`src/rtl/onectr_chunked_if.sv`:
```
// Start/result bus of the chunked bit counter: operand and mode in, status and count out.
interface onectr_chunked_if #(
  parameter int INPUTSIZE = 64
);
  localparam int OW = $clog2(INPUTSIZE + 1);

  logic                 start_i;
  logic [1:0]           mode_i;
  logic [INPUTSIZE-1:0] InPort;
  logic                 ready_o;
  logic                 done_o;
  logic [OW-1:0]        OutPort;

  modport master (
    output start_i, mode_i, InPort,
    input  ready_o, done_o, OutPort
  );

  modport slave (
    input  start_i, mode_i, InPort,
    output ready_o, done_o, OutPort
  );
endinterface

```
`src/rtl/onectr_chunked.sv`:
```
// Sequential ones/zeros/leading-zero/trailing-zero counter working CHUNKSIZE bits per cycle,
// with early termination for the zero-scan modes.
module onectr_chunked #(
  parameter int INPUTSIZE = 64,
  parameter int CHUNKSIZE = 8
) (
  input logic              clk,
  input logic              rst,
  onectr_chunked_if.slave  bus
);
  localparam int NCHUNK = INPUTSIZE / CHUNKSIZE;
  localparam int OW     = $clog2(INPUTSIZE + 1);
  localparam int IW     = (NCHUNK > 1) ? $clog2(NCHUNK) : 1;
  localparam logic [OW-1:0] CHUNK_W  = OW'(CHUNKSIZE);
  localparam logic [IW-1:0] LAST_IDX = IW'(NCHUNK - 1);
  localparam logic [IW-1:0] IDX_ONE  = IW'(1);

  typedef enum logic [1:0] {IDLE = 2'b00, RUN = 2'b01, DONE = 2'b10} state_t;

  function automatic logic [OW-1:0] popcount(input logic [CHUNKSIZE-1:0] v);
    logic [OW-1:0] n;
    n = {OW{1'b0}};
    for (int i = 0; i < CHUNKSIZE; i++) begin
      n = n + {{(OW-1){1'b0}}, v[i]};
    end
    return n;
  endfunction

  // Ascending scan: the highest set bit is the last to overwrite, giving the leading-zero count.
  function automatic logic [OW-1:0] lead_zeros(input logic [CHUNKSIZE-1:0] v);
    logic [OW-1:0] n;
    n = CHUNK_W;
    for (int i = 0; i < CHUNKSIZE; i++) begin
      n = v[i] ? OW'(CHUNKSIZE - 1 - i) : n;
    end
    return n;
  endfunction

  function automatic logic [OW-1:0] trail_zeros(input logic [CHUNKSIZE-1:0] v);
    logic [OW-1:0] n;
    n = CHUNK_W;
    for (int i = CHUNKSIZE - 1; i >= 0; i--) begin
      n = v[i] ? OW'(i) : n;
    end
    return n;
  endfunction

  state_t               state_r, state_nx;
  logic [INPUTSIZE-1:0] opnd_r;
  logic [1:0]           mode_r;
  logic [OW-1:0]        acc_r;
  logic [OW-1:0]        out_r;
  logic [IW-1:0]        idx_r;
  logic                 ready_r;
  logic                 done_r;

  logic                 accept_s;
  logic [CHUNKSIZE-1:0] chunk_s;
  logic [OW-1:0]        add_s;
  logic [OW-1:0]        sum_s;
  logic                 early_s;
  logic                 last_s;
  logic [INPUTSIZE-1:0] opnd_nx_s;

  // Chunk selection and per-cycle contribution; the operand register shifts so the live chunk sits at one end.
  always_comb begin
    chunk_s   = (mode_r == 2'b10) ? opnd_r[INPUTSIZE-1 -: CHUNKSIZE] : opnd_r[CHUNKSIZE-1:0];
    opnd_nx_s = (mode_r == 2'b10) ? (opnd_r << CHUNKSIZE) : (opnd_r >> CHUNKSIZE);
    add_s     = {OW{1'b0}};
    early_s   = 1'b0;
    case (mode_r)
      2'b00: add_s = popcount(chunk_s);
      2'b01: add_s = CHUNK_W - popcount(chunk_s);
      2'b10: begin
        add_s   = lead_zeros(chunk_s);
        early_s = (chunk_s != {CHUNKSIZE{1'b0}});
      end
      2'b11: begin
        add_s   = trail_zeros(chunk_s);
        early_s = (chunk_s != {CHUNKSIZE{1'b0}});
      end
      default: add_s = {OW{1'b0}};
    endcase
    sum_s    = acc_r + add_s;
    last_s   = (idx_r == LAST_IDX) || early_s;
    accept_s = bus.start_i && (state_r != RUN);
  end

  // Next-state logic.
  always_comb begin
    state_nx = state_r;
    case (state_r)
      IDLE, DONE: begin
        if (accept_s) begin
          state_nx = RUN;
        end else begin
          state_nx = state_r;
        end
      end
      RUN: begin
        if (last_s) begin
          state_nx = DONE;
        end else begin
          state_nx = RUN;
        end
      end
      default: state_nx = IDLE;
    endcase
  end

  // State register.
  always_ff @(posedge clk or posedge rst) begin
    if (rst) begin
      state_r <= IDLE;
    end else begin
      state_r <= state_nx;
    end
  end

  // Datapath and registered status outputs.
  always_ff @(posedge clk or posedge rst) begin
    if (rst) begin
      opnd_r  <= {INPUTSIZE{1'b0}};
      mode_r  <= 2'b00;
      acc_r   <= {OW{1'b0}};
      out_r   <= {OW{1'b0}};
      idx_r   <= {IW{1'b0}};
      ready_r <= 1'b1;
      done_r  <= 1'b0;
    end else begin
      ready_r <= (state_nx != RUN);
      done_r  <= (state_nx == DONE);
      if (accept_s) begin
        opnd_r <= bus.InPort;
        mode_r <= bus.mode_i;
        acc_r  <= {OW{1'b0}};
        idx_r  <= {IW{1'b0}};
      end else if (state_r == RUN) begin
        opnd_r <= opnd_nx_s;
        acc_r  <= sum_s;
        idx_r  <= idx_r + IDX_ONE;
        if (last_s) begin
          out_r <= sum_s;
        end
      end
    end
  end

  assign bus.ready_o = ready_r;
  assign bus.done_o  = done_r;
  assign bus.OutPort = out_r;
endmodule

```
`src/flat_wrapper.sv`:
```
// flat-port wrapper written by rule: the top's interface ports become plain ports
module onectr_chunked_flat 
#(
  parameter int INPUTSIZE = 64,
  parameter int CHUNKSIZE = 8
)
  (clk, rst, bus_start_i, bus_mode_i, bus_InPort, bus_ready_o, bus_done_o, bus_OutPort);
  onectr_chunked_if #(.INPUTSIZE(INPUTSIZE)) bus_i ();
  input logic clk;
  input logic rst;
  input wire logic [$bits(bus_i.start_i)-1:0] bus_start_i;
  input wire logic [$bits(bus_i.mode_i)-1:0] bus_mode_i;
  input wire logic [$bits(bus_i.InPort)-1:0] bus_InPort;
  output wire logic [$bits(bus_i.ready_o)-1:0] bus_ready_o;
  output wire logic [$bits(bus_i.done_o)-1:0] bus_done_o;
  output wire logic [$bits(bus_i.OutPort)-1:0] bus_OutPort;
  assign bus_i.start_i = bus_start_i;
  assign bus_i.mode_i = bus_mode_i;
  assign bus_i.InPort = bus_InPort;
  assign bus_ready_o = bus_i.ready_o;
  assign bus_done_o = bus_i.done_o;
  assign bus_OutPort = bus_i.OutPort;
  onectr_chunked #(.INPUTSIZE(INPUTSIZE), .CHUNKSIZE(CHUNKSIZE)) u_core (.clk(clk), .rst(rst), .bus(bus_i));
endmodule
```
`config.mk`:
```
export PLATFORM = sky130hd
export DESIGN_NAME = onectr_chunked_flat
export DESIGN_NICKNAME = d
export VERILOG_FILES = /design/src/rtl/onectr_chunked_if.sv /design/src/rtl/onectr_chunked.sv /design/src/flat_wrapper.sv
export SDC_FILE = /design/constraint.sdc
export NUM_CORES = 1
export LEC_CHECK = 0
export CAP_MARGIN = 25
export CORE_ASPECT_RATIO = 0.9
export CORE_MARGIN = 10
export CORE_UTILIZATION = 30
export CTS_BUF_LIST = sky130_fd_sc_hd__clkbuf_2
export DETAILED_ROUTE_END_ITERATION = 10
export PLACE_DENSITY = 0.57
export SLEW_MARGIN = 20
export SYNTH_ARGS = -nofsm -noshare
export SYNTH_HDL_FRONTEND = slang
export SYNTH_SLANG_ARGS = --single-unit
export TNS_END_PERCENT = 100
```
`constraint.sdc`:
```
create_clock -name clk -period 8.1 [get_ports clk]
set_clock_uncertainty 0.15 [all_clocks]
set_input_delay 1.62 -clock clk [delete_from_list [all_inputs] [get_ports clk]]
set_output_delay 1.62 -clock clk [all_outputs]
set_load 0.01 [all_outputs]
```
After elaboration in Yosys (flattened, before gate mapping)
Cells that the tools add are included.
- register bits: 87
- bits in latches: 0
- bits in writable memories: 0
- memory bits (read-only): 0
- bits of input ports: 69
- memories: 0
- add/sub/neg operators: 10
- multiply operators: 0
- divide/modulo/power cells: 0
- order comparisons: 0
- equality and inequality tests: 9
- shifts and indexed selects: 0
- multiplexer cells: 29
- bitwise logic cells: 1
- reduce and logical (&&, ||, !) cells: 9
- operators by type and width (operator ; number):
    $mux 64 ; 3
    $mux 7 ; 16
    $add 7x1->7 ; 6
    $pmux 7 s4 ; 1
    $eq 2x2->1 const B ; 4
    $mux 4 ; 2
    $mux 8 ; 1
    $reduce_bool 8->1 ; 1
    $add 7x7->7 ; 1
    $sub 4x7->7 const A ; 1
    $mux 3 ; 2
    $eq 2x1->1 const B ; 2
    $logic_not 2->1 ; 2
    $mux 2 ; 2
    $ne 2x1->1 const B ; 2
    $pmux 2 s2 ; 1
    $reduce_or 2->1 ; 2
    $add 3x1->3 const B ; 1
    $eq 3x3->1 const B ; 1
    $reduce_and 3->1 ; 1
    $add 1x1->2 ; 1
    $reduce_bool 2->1 ; 1
    $logic_and 1x1->1 ; 1
    $logic_or 1x1->1 ; 1
    other kinds (2) ; 2

Depth between registers and ports, before layout
- depth in word-level cells: 14
- depth in mapped cells: 26
- mapped depth without buffers: 24

Worst setup path before layout
Ideal clock, no wire load.
- path kind: reg-to-reg
- from: reg u_core.mode_r[0]
- to: reg u_core.out_r[6], in the netlist u_core.bus.OutPort[6]
- arrival time: 5.776 ns
- data required time: 7.825 ns
- path slack: 2.049 ns
- stages on the path, launching flop included: 26
- path buffers: 2
- clock period less this slack: 6.051 ns
- cells stage by stage: dfrtp_1 nand2b_1 clkbuf_1 clkbuf_1 mux2i_1 inv_1 ha_1 fa_1 inv_1 fa_1 inv_1 fa_1 inv_1 fa_1 ha_1 xnor2_1 a21oi_1 nor2_1 a21oi_1 ha_1 nor2b_1 o31ai_1 a21oi_1 xnor2_1 xnor2_1 mux2_4
- word-level cells in the longest chain between the ends: 12
- elaborated cells between the ends (all ways): 36
- ends and longest elaborated chain (what ; RTL line ; source):
    start, declared ; onectr_chunked.sv:50 ; logic [1:0] mode_r;
    start signal, assigned ; onectr_chunked.sv:135 ; mode_r <= bus.mode_i;
    $eq 2x2->1 ; onectr_chunked.sv:67, onectr_chunked.sv:71 ;
    $mux 8 ; onectr_chunked.sv:67 ; chunk_s = (mode_r == 2'b10) ? opnd_r[INPUTSIZE-1 -: CHUNKSIZE] : opnd_r[CHUNKSIZE-1:0];
    $add 1x1->2 (tied with other cells) ; onectr_chunked.sv:24 ; n = n + {{(OW-1){1'b0}}, v[i]};
    $add 7x1->7 (tied with other cells) (6 in series) ; onectr_chunked.sv:24 ;
    $sub 4x7->7 (tied with other cells) ; onectr_chunked.sv:73 ; 2'b01: add_s = CHUNK_W - popcount(chunk_s);
    $pmux 7 s4 ; onectr_chunked.sv:71 ; case (mode_r)
    $add 7x7->7 ; onectr_chunked.sv:84 ; sum_s = acc_r + add_s;
    end signal, assigned ; onectr_chunked.sv:126 ; out_r <= {OW{1'b0}};
    end signal, assigned ; onectr_chunked.sv:143 ; out_r <= sum_s;
    end, declared ; onectr_chunked.sv:52 ; logic [OW-1:0] out_r;
Parallel ways exist; a longest one is shown, timed or not.
A chain may end at the register's enable or synchronous reset.

Worst setup path after layout
Ends and elaborated chain as after synthesis.

==> out/results.ini <==
[synth]
ys_seq_area_share_pct=42.01
postSynthAreaPerCell_um2=8.894
ys_types=51
synth_nets=671
yosysWarnings=0
synth_edf_count=0
ys.flop_type=dfrtp_1
yosys-top-cells-area=dfrtp_1, nand2_1, a211oi_1, nor2b_1, a31oi_1
synth_top_cell_by_area=dfrtp_1
ys_ff_latch=87
async_flop_share_pct=100.0
syn_inst=583
synth_area_um2=5185
synth_top_cell_area_share_pct=41.51

[clock_tree]
clkTransAtPathRegs_ns=0.26
numCtsBuffers=9
cts_hold_repair.buffers=0
clockRootBuffer=clkbuf_2
htreeDepth=3
cts_setup_buffers=0
clk_latency_ns=0.61
cts_sinks=87
post_cts_resized=0
cts_tree=yes
cts_buffer_depth=2

[setup_path]
arrival_ns=6.97
critPathMaxFanout=33
rr_endpoint=u_core.bus.OutPort[6]$_DFFE_PP0P_
worstRegToRegCells=22
required_ns=8.49
ff2ff_setup_slack_ns=1.52
setup.worst_path.end_class=flop
startpoint_type=flop
r2r_start=u_core.mode_r[0]$_DFFE_PP0P_
critical_path_class=flop to flop

[sta]
fin_setup_tns_ns=0
hold_viol_final=0
fmax_ghz=0.1521
worst_pin_slew_ns=0.9888
rsz0062_at_grt=false
drv_slew=0
finalSetupViolCount=0
relSlewSlack_pct=34.08
period_minus_slack_ns=6.575
post-route-period-util_pct=81.18

[detailed_routing]
drc=0
routedWlPerCell_um=18.18
vias_per_cell=5.268
firstDrtPassIters=4
drtIter0Drc=302
final_antenna_net_count=0
vias=4488
wl_um=15490

[pwr]
p_int_mw=1.478
power_frac_seq_pct=30.4
pwr-share-comb_pct=62.7
leakagePower_nw=2.616
netSwitchingFraction_pct=48.56
cellPowerDensity_nw_per_um2=461.6
clkPwrFrac_pct=6.9
p_switching_mw=1.395
vdd_ir_drop_max_v=0.0003325

[die]
dieHeight_um=144.7
ioPinCount=78
coreArea_um2=16890
die-area_um2=22950
die_width_um=158.6
start_util_pct=30.70
rows=45

[worst_hold_path]
worstHoldPathType=flop to flop
min_to=u_core.opnd_r[2]$_DFFE_PP0P_
min_from=u_core.opnd_r[10]$_DFFE_PP0P_
hold_depth=2

[finish]
final_cell_count_no_fill=852
drive_gt1_share_pct=7.187
regArea_um2=2178
n_fill_cell=1732
layout_common_cells=nand2_1, dfrtp_1, clkdlybuf4s50_1
multi_input_area_um2=2784
area_growth_syn_to_layout_pct=20.05
final_common_cell=nand2_1
nets=723
fin_util_pct=36.85

[status]
status=complete, no violations

[placed_design]
dp_hpwl_um=11070
numPortBuffers=77
dp.cells=834
place_congestion=0.9034

[grt]
grt_pass1_vias=4597
grt_overflow=0
grt_use_total_pct=13.62
grt_pass1_wl_um=24650
grt_max_degree=113
antenna_found_initial=1

[job]
drv_cap=0

-- final cells by class --
cell class | instances | share of cell area, %
clock buffer | 12 | 0.9648
inverter | 21 | 1.286
antenna | 1 | 0.04020
timing repair buffer | 83 | 13.39
sequential | 87 | 34.99
tap | 211 | 4.241
multi-input combinational | 433 | 44.72
clock inverter | 4 | 0.3618
-- how the worst max path moves through the flow --
stage,start,end,slack (ns),cells after the start
floorplan,u_core.mode_r[0]$_DFFE_PP0P_,u_core.bus.OutPort[6]$_DFFE_PP0P_,2.05,25
global placement,u_core.mode_r[0]$_DFFE_PP0P_,u_core.bus.OutPort[6]$_DFFE_PP0P_,1.69,22
detailed placement,u_core.mode_r[0]$_DFFE_PP0P_,u_core.bus.OutPort[6]$_DFFE_PP0P_,1.58,22
CTS,u_core.mode_r[0]$_DFFE_PP0P_,u_core.bus.OutPort[6]$_DFFE_PP0P_,1.53,22
global route,u_core.mode_r[0]$_DFFE_PP0P_,u_core.bus.OutPort[6]$_DFFE_PP0P_,1.19,22
finish,u_core.mode_r[0]$_DFFE_PP0P_,u_core.bus.OutPort[6]$_DFFE_PP0P_,1.52,22
-- power by group through the flow --
| stage | sequential, mW | clock, mW | combinational (mW) |
|---|---|---|---|
| after floorplan | 0.786 | 0 | 1.38 |
| after global placement | 0.873 | 0 | 1.73 |
| after detailed placement | 0.877 | 0 | 1.78 |
| after CTS | 0.868 | 0.207 | 1.79 |
| after global routing | 0.900 | 0.224 | 2.05 |
| final | 0.874 | 0.197 | 1.80 |
-- flip-flops by register name, summed over array words and instances (netlist names) --
signal / cells
u_core.opnd_r: 64
u_core.acc_r: 7
u_core.bus.OutPort: 7
u_core.idx_r: 3
u_core.mode_r: 2
u_core.state_r: 2
u_core.bus.done_o: 1
u_core.bus.ready_o: 1
-- metrics by stage --
step | hold slack [ns] | setup WS [ns] | total power, mW | cell area, um2
final | 0.3711 | 1.525 | 2.873 | 6225
after global routing | 0.3994 | 1.192 | 3.178 | 6225
after CTS | 0.3876 | 1.528 | 2.869 | 6195
after detailed placement | 0.3418 | 1.581 | 2.660 | 6112
after global placement | 0.3361 | 1.695 | 2.608 | 6112
after floorplan | 0.3136 | 2.049 | 2.168 | 5185
-- metal layers --
layer / GRT usage (%) / wire [um] / part of all wire, % / vias up
met4: 5.358 / 331 / 2.1 / 0
met5: 0 / 0 / 0 / -
met3: 3.216 / 937 / 6.0 / 19
li1: - / - / - / 2161
met1: 18.96 / 7464 / 48 / 2192
met2: 19.87 / 6756 / 44 / 116
-- critical path: stages, from the launching register on --
cell,delay (ns)
dfrtp_1,0.57
nand2b_2,0.57
buf_4,0.45
mux2_2,0.43
fa_1,0.51
inv_1,0.05
fa_1,0.53
inv_1,0.05
fa_1,0.43
inv_1,0.08
fa_1,0.45
ha_1,0.26
xnor2_1,0.14
a21oi_1,0.15
nor2_1,0.05
a21oi_1,0.15
ha_1,0.28
nor2b_1,0.15
o31ai_1,0.27
a21oi_1,0.14
xnor2_1,0.27
xnor2_1,0.10
mux2_4,0.25
-- Yosys cell counts (all sizes together), types with 14 or more instances --
library cell,n
a211oi,48
nor2b,53
nand2,132
nor2,15
inv,21
mux2i,22
ha,14
a31oi,48
dfrtp,86
clkbuf,40
o21ai,25
-- kinds of logic after synthesis --
group / Yosys count / synth area share, %
AND/OR/NAND/NOR: 224 / 20.49
AO/OA/AOI/OAI: 153 / 20.10
flip-flops: 87 / 42.01
buffers and inverters: 63 / 4.633
multiplexers: 30 / 6.274
adder cells (fa/ha/maj): 19 / 5.309
XOR/XNOR: 7 / 1.182
(Power assumes the default switching activity.)
